<file path="config.mk">
export PLATFORM = sky130hd
export DESIGN_NAME = stall_unit
export DESIGN_NICKNAME = d
export VERILOG_FILES = /design/src/rtl/stall_unit_pkg.sv /design/src/rtl/stall_unit_load_scoreboard.sv /design/src/rtl/stall_unit.sv
export SDC_FILE = /design/constraint.sdc
export NUM_CORES = 1
export LEC_CHECK = 0
export BUFFER_PORTS_ARGS = -buffer_cell sky130_fd_sc_hd__buf_2
export CAP_MARGIN = 20
export CELL_PAD_IN_SITES_DETAIL_PLACEMENT = 1
export CELL_PAD_IN_SITES_GLOBAL_PLACEMENT = 2
export CORE_UTILIZATION = 24
export CTS_CLUSTER_DIAMETER = 200
export CTS_CLUSTER_SIZE = 40
export DETAILED_ROUTE_END_ITERATION = 6
export PLACE_DENSITY_LB_ADDON = 0.1
export SETUP_SLACK_MARGIN = 0.2
export SYNTH_ARGS = -nofsm -noshare
export SYNTH_HDL_FRONTEND = slang
export SYNTH_SLANG_ARGS = --single-unit
export TNS_END_PERCENT = 1
</file>
<file path="constraint.sdc">
create_clock -name clk -period 1.85 [get_ports clk]
set_clock_uncertainty 0.2 [all_clocks]
set_input_delay 0.185 -clock clk [delete_from_list [all_inputs] [get_ports clk]]
set_output_delay 0.185 -clock clk [all_outputs]
set_load 0.05 [all_outputs]
</file>
<file path="src/rtl/stall_unit_pkg.sv">
// Shared pipeline definitions: bubble encodings, load-latency range and the
// stall-unit control vectors for each hazard mode.
package stall_unit_pkg;

    localparam int LOAD_LAT_MIN = 1;
    localparam int LOAD_LAT_MAX = 4;

    // A bubble carries no register write; its pending-load entry is never valid.
    localparam logic BUBBLE_VLD = 1'b0;
    localparam int   NOP_RD     = 0;

    typedef enum logic [1:0] {
        CTL_RUN,
        CTL_LOAD_USE,
        CTL_FLUSH,
        CTL_FREEZE
    } ctl_mode_e;

    typedef struct packed {
        logic pc_write;
        logic if_id_write;
        logic if_id_flush;
        logic id_ex_write;
        logic hazard;
    } ctl_t;

    localparam ctl_t CTL_RUN_V      = '{1'b1, 1'b1, 1'b0, 1'b1, 1'b0};
    localparam ctl_t CTL_LOAD_USE_V = '{1'b0, 1'b0, 1'b0, 1'b1, 1'b1};
    localparam ctl_t CTL_FLUSH_V    = '{1'b1, 1'b1, 1'b1, 1'b1, 1'b1};
    localparam ctl_t CTL_FREEZE_V   = '{1'b0, 1'b0, 1'b0, 1'b0, 1'b0};

    function automatic ctl_t ctl_for(input ctl_mode_e mode);
        ctl_t c;
        case (mode)
            CTL_FREEZE:   c = CTL_FREEZE_V;
            CTL_FLUSH:    c = CTL_FLUSH_V;
            CTL_LOAD_USE: c = CTL_LOAD_USE_V;
            default:      c = CTL_RUN_V;
        endcase
        return c;
    endfunction

endpackage

</file>
<file path="src/rtl/stall_unit_load_scoreboard.sv">
// Tracks loads that have left EX but whose data is not yet forwardable, and
// flags which ID sources depend on any load still in flight.
module load_scoreboard
    import stall_unit_pkg::*;
#(
    parameter int NUM_SRC  = 2,
    parameter int AW       = 5,
    parameter int LOAD_LAT = 1
) (
    input  logic                   clk,
    input  logic                   reset,
    input  logic [NUM_SRC*AW-1:0]  id_rs,
    input  logic [NUM_SRC-1:0]     id_rs_used,
    input  logic [AW-1:0]          ex_rd,
    input  logic                   ex_mem_read,
    input  logic                   advance,
    output logic [NUM_SRC-1:0]     match
);

    localparam int DEPTH = LOAD_LAT - 1;
    // With LOAD_LAT=1 one slot still exists but can never become valid.
    localparam int SLOTS = (DEPTH > 0) ? DEPTH : 1;

    logic [SLOTS-1:0] pend_vld_p;
    logic [AW-1:0]    pend_rd_p [SLOTS];
    logic             ex_load_ok;

    assign ex_load_ok = (DEPTH > 0) && ex_mem_read && (ex_rd != AW'(NOP_RD));

    always_ff @(posedge clk or negedge reset) begin
        if (!reset) begin
            pend_vld_p <= {SLOTS{BUBBLE_VLD}};
        end else if (advance) begin
            pend_vld_p[0] <= ex_load_ok ? 1'b1 : BUBBLE_VLD;
            for (int k = 1; k < SLOTS; k++) begin
                pend_vld_p[k] <= pend_vld_p[k-1];
            end
        end
    end

    always_ff @(posedge clk) begin
        if (advance) begin
            pend_rd_p[0] <= ex_rd;
            for (int k = 1; k < SLOTS; k++) begin
                pend_rd_p[k] <= pend_rd_p[k-1];
            end
        end
    end

    // Register zero is hard-wired, so it never carries a dependency.
    always_comb begin
        match = '0;
        for (int i = 0; i < NUM_SRC; i++) begin
            if (id_rs_used[i] && (id_rs[i*AW +: AW] != AW'(NOP_RD))) begin
                if (ex_mem_read && (id_rs[i*AW +: AW] == ex_rd)) begin
                    match[i] = 1'b1;
                end
                for (int k = 0; k < SLOTS; k++) begin
                    if (pend_vld_p[k] && (pend_rd_p[k] == id_rs[i*AW +: AW])) begin
                        match[i] = 1'b1;
                    end
                end
            end
        end
    end

endmodule

</file>
<file path="src/rtl/stall_unit.sv">
// Pipeline hazard control: freezes on memory stalls, squashes wrong-path
// fetches on taken branches, and inserts bubbles for load-use dependencies.
module stall_unit
    import stall_unit_pkg::*;
#(
    parameter int NUM_SRC  = 2,
    parameter int AW       = 5,
    parameter int LOAD_LAT = 1,
    parameter int CW       = 16
) (
    input  logic                  clk,
    input  logic                  reset,
    input  logic [NUM_SRC*AW-1:0] id_rs,
    input  logic [NUM_SRC-1:0]    id_rs_used,
    input  logic [AW-1:0]         ex_rd,
    input  logic                  ex_mem_read,
    input  logic                  mem_stall,
    input  logic                  ex_flush,
    output logic                  pc_write,
    output logic                  if_id_write,
    output logic                  if_id_flush,
    output logic                  id_ex_write,
    output logic                  hazard_out,
    output logic [CW-1:0]         stall_count
);

    if (LOAD_LAT < LOAD_LAT_MIN || LOAD_LAT > LOAD_LAT_MAX) begin : g_bad_load_lat
        $error("stall_unit: LOAD_LAT out of range");
    end

    logic [NUM_SRC-1:0] src_match;
    logic               advance;
    logic               load_use;
    ctl_mode_e          mode;
    ctl_t               ctl;

    function automatic logic [CW-1:0] sat_inc(input logic [CW-1:0] v);
        return (&v) ? v : v + {{(CW-1){1'b0}}, 1'b1};
    endfunction

    assign advance = ~mem_stall;

    load_scoreboard #(
        .NUM_SRC  (NUM_SRC),
        .AW       (AW),
        .LOAD_LAT (LOAD_LAT)
    ) u_load_scoreboard (
        .clk         (clk),
        .reset       (reset),
        .id_rs       (id_rs),
        .id_rs_used  (id_rs_used),
        .ex_rd       (ex_rd),
        .ex_mem_read (ex_mem_read),
        .advance     (advance),
        .match       (src_match)
    );

    assign load_use = |src_match;

    always_comb begin
        mode = CTL_RUN;
        if (mem_stall) begin
            mode = CTL_FREEZE;
        end else if (ex_flush) begin
            mode = CTL_FLUSH;
        end else if (load_use) begin
            mode = CTL_LOAD_USE;
        end
    end

    assign ctl         = ctl_for(mode);
    assign pc_write    = ctl.pc_write;
    assign if_id_write = ctl.if_id_write;
    assign if_id_flush = ctl.if_id_flush;
    assign id_ex_write = ctl.id_ex_write;
    assign hazard_out  = ctl.hazard;

    // A flush bubble also raises hazard_out but is not a load-use stall.
    always_ff @(posedge clk or negedge reset) begin
        if (!reset) begin
            stall_count <= '0;
        end else if (mode == CTL_LOAD_USE) begin
            stall_count <= sat_inc(stall_count);
        end
    end

endmodule

</file>
# Word level (Yosys, flattened, before mapping)
# Index checks and enable logic that the tools add are counted.
classes:
  addsub: 1
  n_mul: 0
  div: 0
  magnitude_cmp: 0
  n_eq_ne: 5
  n_shift: 0
  muxes: 8
  bitwise: 1
  n_reduce_logical: 9
op_table:
  columns: ["cell", "count"]
  rows:
  - ["$add A16 B1 Y16 const B", 1]
  - ["$reduce_and A16 Y1", 1]
  - ["$pmux W5 S3", 1]
  - ["$eq A5 B5 Y1", 2]
  - ["$reduce_bool A5 Y1", 2]
  - ["$mux W1", 5]
  - ["$eq A2 B2 Y1 const B", 2]
  - ["$logic_and A1 B1 Y1", 4]
  - ["$mux W2", 2]
  - ["$eq A2 B1 Y1 const B", 1]
  - ["$reduce_and A2 Y1", 1]
  - ["$reduce_or A2 Y1", 1]
  - ["$not A1 Y1", 1]
totals:
  reg_bits: 16
  latchBits: 0
  mem_bits_rw: 0
  rom_bits: 0
  out_inout_bits: 21
  wordCells: 25
  n_memories: 0

# Depth between registers and ports, before layout
logic_depth:
  word_depth: 10
  mapped_depth: 9

# By module
# A second synthesis with hierarchy kept.
hier_totals:
  hier_cells: 104
  area_unflattened_um2: 1036.0
by_module_without_submodules:
  columns: ["module", "n_inst", "cells_each", "area_per_inst_um2", "seq_area_each_um2"]
  rows:
  - ["stall_unit", 1, 85, 893.4, 400.4]
  - ["load_scoreboard", 1, 19, 142.6, 0.0]

# Least setup slack after synthesis
# OpenSTA, ideal clock, no wires.
synth_path:
  path_kind: "input port to output port"
  startpoint: "input ex_rd[0]"
  endpoint: "output pc_write"
  t_arrival_ns: 2.398
  required_time_ns: 1.465
  setup_slack_ns: -0.933
  path_stages: 5
  n_path_buf: 1
  path_cell_list: "or4_1 -> a21oi_1 -> nor3_1 -> nor3_1 -> buf_4"
synth_between:
  elab_chain_len: 10
  word_cells_on_any_way: 16
synth_lines:
  columns: ["item", "line", "rtl"]
  rows:
  - ["start, declared", "stall_unit.sv:15", "input logic [AW-1:0] ex_rd,"]
  - ["$eq A5 B5 Y1", "stall_unit_load_scoreboard.sv:55", "if (ex_mem_read && (id_rs[i*AW +: AW] == ex_rd)) begin"]
  - ["$logic_and A1 B1 Y1", "stall_unit_load_scoreboard.sv:55", null]
  - ["$mux W1", "stall_unit_load_scoreboard.sv:55", null]
  - ["$mux W1", "stall_unit_load_scoreboard.sv:54", "if (id_rs_used[i] && (id_rs[i*AW +: AW] != AW'(NOP_RD))) begin"]
  - ["$reduce_or A2 Y1 (*)", "stall_unit.sv:58", "assign load_use = |src_match;"]
  - ["$mux W1 (*)", "stall_unit.sv:66", "end else if (load_use) begin"]
  - ["$mux W2 (*)", "stall_unit.sv:64", "end else if (ex_flush) begin"]
  - ["$mux W2 (*)", "stall_unit.sv:62", "if (mem_stall) begin"]
  - ["$eq A2 B1 Y1 / $eq A2 B2 Y1 (equally long branches)", "stall_unit_pkg.sv:34", "case (mode)"]
  - ["$pmux W5 S3 (*)", "stall_unit_pkg.sv:34", null]
  - ["end, declared", "stall_unit.sv:19", "output logic pc_write,"]
# Mark *: on every way between the ends. The rest lies on a longest branch, timed or not.

# Final worst setup path
layout_path:
  startpoint: "input ex_rd[2]"
  endpoint: "output hazard_out"
layout_between:
  elab_chain_len: 10
  word_cells_on_any_way: 16
layout_lines:
  columns: ["item", "line", "rtl"]
  rows:
  - ["$eq A5 B5 Y1", "stall_unit_load_scoreboard.sv:55", null]
  - ["$logic_and A1 B1 Y1", "stall_unit_load_scoreboard.sv:55", null]
  - ["$mux W1", "stall_unit_load_scoreboard.sv:55", null]
  - ["$mux W1", "stall_unit_load_scoreboard.sv:54", null]
  - ["$reduce_or A2 Y1 (*)", "stall_unit.sv:58", null]
  - ["$mux W1 (*)", "stall_unit.sv:66", null]
  - ["$mux W2 (*)", "stall_unit.sv:64", null]
  - ["$mux W2 (*)", "stall_unit.sv:62", null]
  - ["$eq A2 B1 Y1 / $eq A2 B2 Y1 (equally long branches)", "stall_unit_pkg.sv:34", null]
  - ["$pmux W5 S3 (*)", "stall_unit_pkg.sv:34", null]
  - ["end, declared", "stall_unit.sv:23", "output logic hazard_out,"]
# Marked as above.

==> run_results.csv <==
group,metric,value,unit
pwr,vdd_drop_max,0.843,mV
clock_tree,cts.clk_slew.worst_paths,60,ps
timing,slew_headroom,69.8,%
floorplanning,row_count,23,
worst_setup_path,cp.arrival,1870,ps
synthesis,muxShareOfSynthArea,2.19,%
floorplanning,start_util,25.4,%
synthesis,netlist_area,1030,um^2
timing,max_freq,443,MHz
clock_tree,clk_latency,250,ps
grt,antenna_found_initial,0,
cells_and_area,multiInputGateArea,779,um^2
clock_tree,cts_sinks,16,
grt,first_global_vias,1183,
cells_and_area,reg_top3,"stall_count: 16 flops",
synthesis,synth.most_common_cell,"dfrtp_1",
run_status,violations,"setup timing",
timing,finalHoldViolCount,0,
clock_tree,ctsLongestPathBuffers,2,
floorplanning,core,4060,um^2
worst_setup_path,crit_buf_inv,2,
drt,wl,3360,um
timing,layout_worst_path_cycle_share,122,%
drt,drt_pass1_iterations,4,
placement,place_area,1570,um^2
cells_and_area,regArea,400,um^2
placement,place_congestion,0.797,
cells_and_area,fin_area,1810,um^2
drt,vias_per_cell,4.71,
synthesis,synth_cells,107,
cells_and_area,n_antenna_cell,0,
worst_setup_path,critical_path_required,1460,ps
synthesis,synth_cell_types,32,
cells_and_area,drive_gt1_share,60.5,%
synthesis,yosysWarningCount,0,
synthesis,yosys.area.top_type_share,38.9,%
worst_setup_path,r2r_cells,5,
synthesis,synthAdderAreaFrac,3.65,%
synthesis,ys_ff_latch,16,
grt,grt_start_max_net_pins,17,
floorplanning,die_y,67.5,um
synthesis,avgSynthCellArea,9.62,um^2
cells_and_area,syn_to_final_growth,75.5,%
floorplanning,die-area,4560,um^2
placement,dp_slack,-690,ps
floorplanning,die_w,67.5,um
drt,drtAntennaViolNets,0,
timing,rsz0062_at_grt,"yes",
synthesis,synth-compound-area-share,7.41,%
placement,port_buffers,42,
min_path,hp-class,"in -> async",
synthesis,yosys-top-cells-area,"dfrtp_1, xnor2_1, nand3_1",
synthesis,synth_edf_count,0,
worst_setup_path,worstSetupEndpointType,"output pin",
clock_tree,h-tree-depth,1,
placement,hpwl,2640,um
synthesis,synth_top_family_by_area,"simple AND/OR/NAND/NOR gates",
drt,drt_iter0_drc,12,
clock_tree,cts_tree,"done",
worst_setup_path,crit_chain,"buf_6 -> or4_4 -> a21oi_2 -> nor3_2 -> or3_4 -> ha_4 -> buf_8",
worst_setup_path,worst-path-stages,7,
drt,vias,1108,
synthesis,ys_seq_area_share,38.9,%
run_status,status,"finished with violations",
grt,grt_overflow,0,
cells_and_area,fillCellCount,474,
job,drv_cap,0,
synthesis,syn_nets,132,
timing,slew_violations,0,
clock_tree,root_buffer,"clkbuf_8",
worst_setup_path,cpPeakStageDelay,520,ps
cells_and_area,final_net_count,211,
timing,setup_viol,20,
floorplanning,top_level_ports,43,
cells_and_area,regMostFlops,"stall_count",
worst_setup_path,crit_type,"in -> out",
timing,setup_tns,-5640,ps
cells_and_area,largest_register_ffs,16,
pwr,leakagePower,0.000878,uW
grt,grt_pass1_wl,5570,um
synthesis,synthTopCellsByCount,"dfrtp_1, xnor2_1, nand3_1",
synthesis,ys_async_sr_fraction,100,%
synthesis,yosys.area_share.simple,31.1,%
timing,layout_setup_ws,-405,ps
synthesis,synthFlopType,"dfrtp_1",
worst_setup_path,start_kind,"input port",
pwr,power.density,747,nW/um^2
synthesis,synth_top_cell_by_area,"dfrtp_1",
clock_tree,cts_buffers,3,
worst_setup_path,crit_path_max_fanout,2,
drt,wl_per_cell,14.3,um
drt,drc,0,
grt,grt_usage,16.4,%
worst_setup_path,crit_slowest_cell,"or4_4",
synthesis,synth_xor_xnor_area_share,15.3,%
timing,period_needed,2260,ps
timing,worstMarginPinSlew,449,ps
worst_setup_path,path_delay_family,"simple AND/OR/NAND/NOR gates",
power breakdown:
group          switching, uW  internal, uW
registers               53.9           400
logic                    368           223
clock network            117           189
path summary, 6_finish.rpt:
| check | from | endpoint | slack [ps] |
|---|---|---|---|
| worst max-delay path | ex_rd[2] | hazard_out | -410 |
| worst min-delay path | reset | stall_count[4] | 190 |
| worst max register to register | stall_count[0] | stall_count[7] | -90 |
| worst min register to register | stall_count[15] | stall_count[15] | 320 |
| max in group asynchronous | reset | stall_count[15] | 1000 |
| min in group clk | stall_count[15] | stall_count[15] | 320 |
per-stage QoR:
stage          power [uW]  utilization (%)  std cells  hold slack [ps]
2_1_floorplan         774                -        107             -311
3_3_place_gp          962             38.7        229            -76.7
3_5_place_dp          974             38.7        229            -70.0
4_1_cts              1340             42.4        234              201
5_1_grt              1420             44.5        235              235
6_report             1350             44.5        235              187
cell families after synthesis:
group / Yosys count
buffers and inverters: 3
AOI/OAI and AO/OA: 12
DFF: 16
muxes: 2
and+or+nand+nor: 53
xor gates and xnor gates: 18
adders and majority gates: 3
cell type report:
cell class	instances	area share (%)
sequential	16	22.2
clock buffer	4	3.05
multi-input combinational	88	43.1
timing repair buffer	75	27.8
tap	50	3.46
inverter	2	0.416
layer usage:
metal  track usage (%)  routed length [um]  vias up
li1                  -                   -      547
met1              21.6                1590      538
met2              27.7                1640       19
met3              3.89                 100        4
met4              1.60                  27        0
met5                 0                   0        -
timing repair:
action / CTS / global route
setup endpoints to repair: 20 / 20
resized for setup: 20 / 15
hold buffers: 1 / 0
setup buffers: 0 / 1
hold endpoints to repair: 16 / 0
pin swaps: 7 / 14
cell usage in the layout (no fill, tap or decap), drive strengths merged, types with 2 or more instances in the layout:
| master | synthesis | final |
|---|---|---|
| nand4 | 6 | 6 |
| nor2 | 8 | 8 |
| nor4 | 3 | 3 |
| nor2b | 2 | 2 |
| nand3 | 10 | 10 |
| a21oi | 6 | 6 |
| or3 | 2 | 2 |
| nand2 | 5 | 5 |
| dfrtp | 16 | 16 |
| nor3 | 4 | 4 |
| xor2 | 5 | 5 |
| ha | 3 | 3 |
| buf | 1 | 74 |
| o21ai | 2 | 2 |
| mux2 | 2 | 2 |
| inv | 2 | 2 |
| or2 | 2 | 2 |
| xnor2 | 13 | 13 |
| and2 | 4 | 4 |
| or4 | 2 | 2 |
| clkbuf | 0 | 4 |
| and4 | 2 | 2 |
Power figures use the tool's default switching activity.
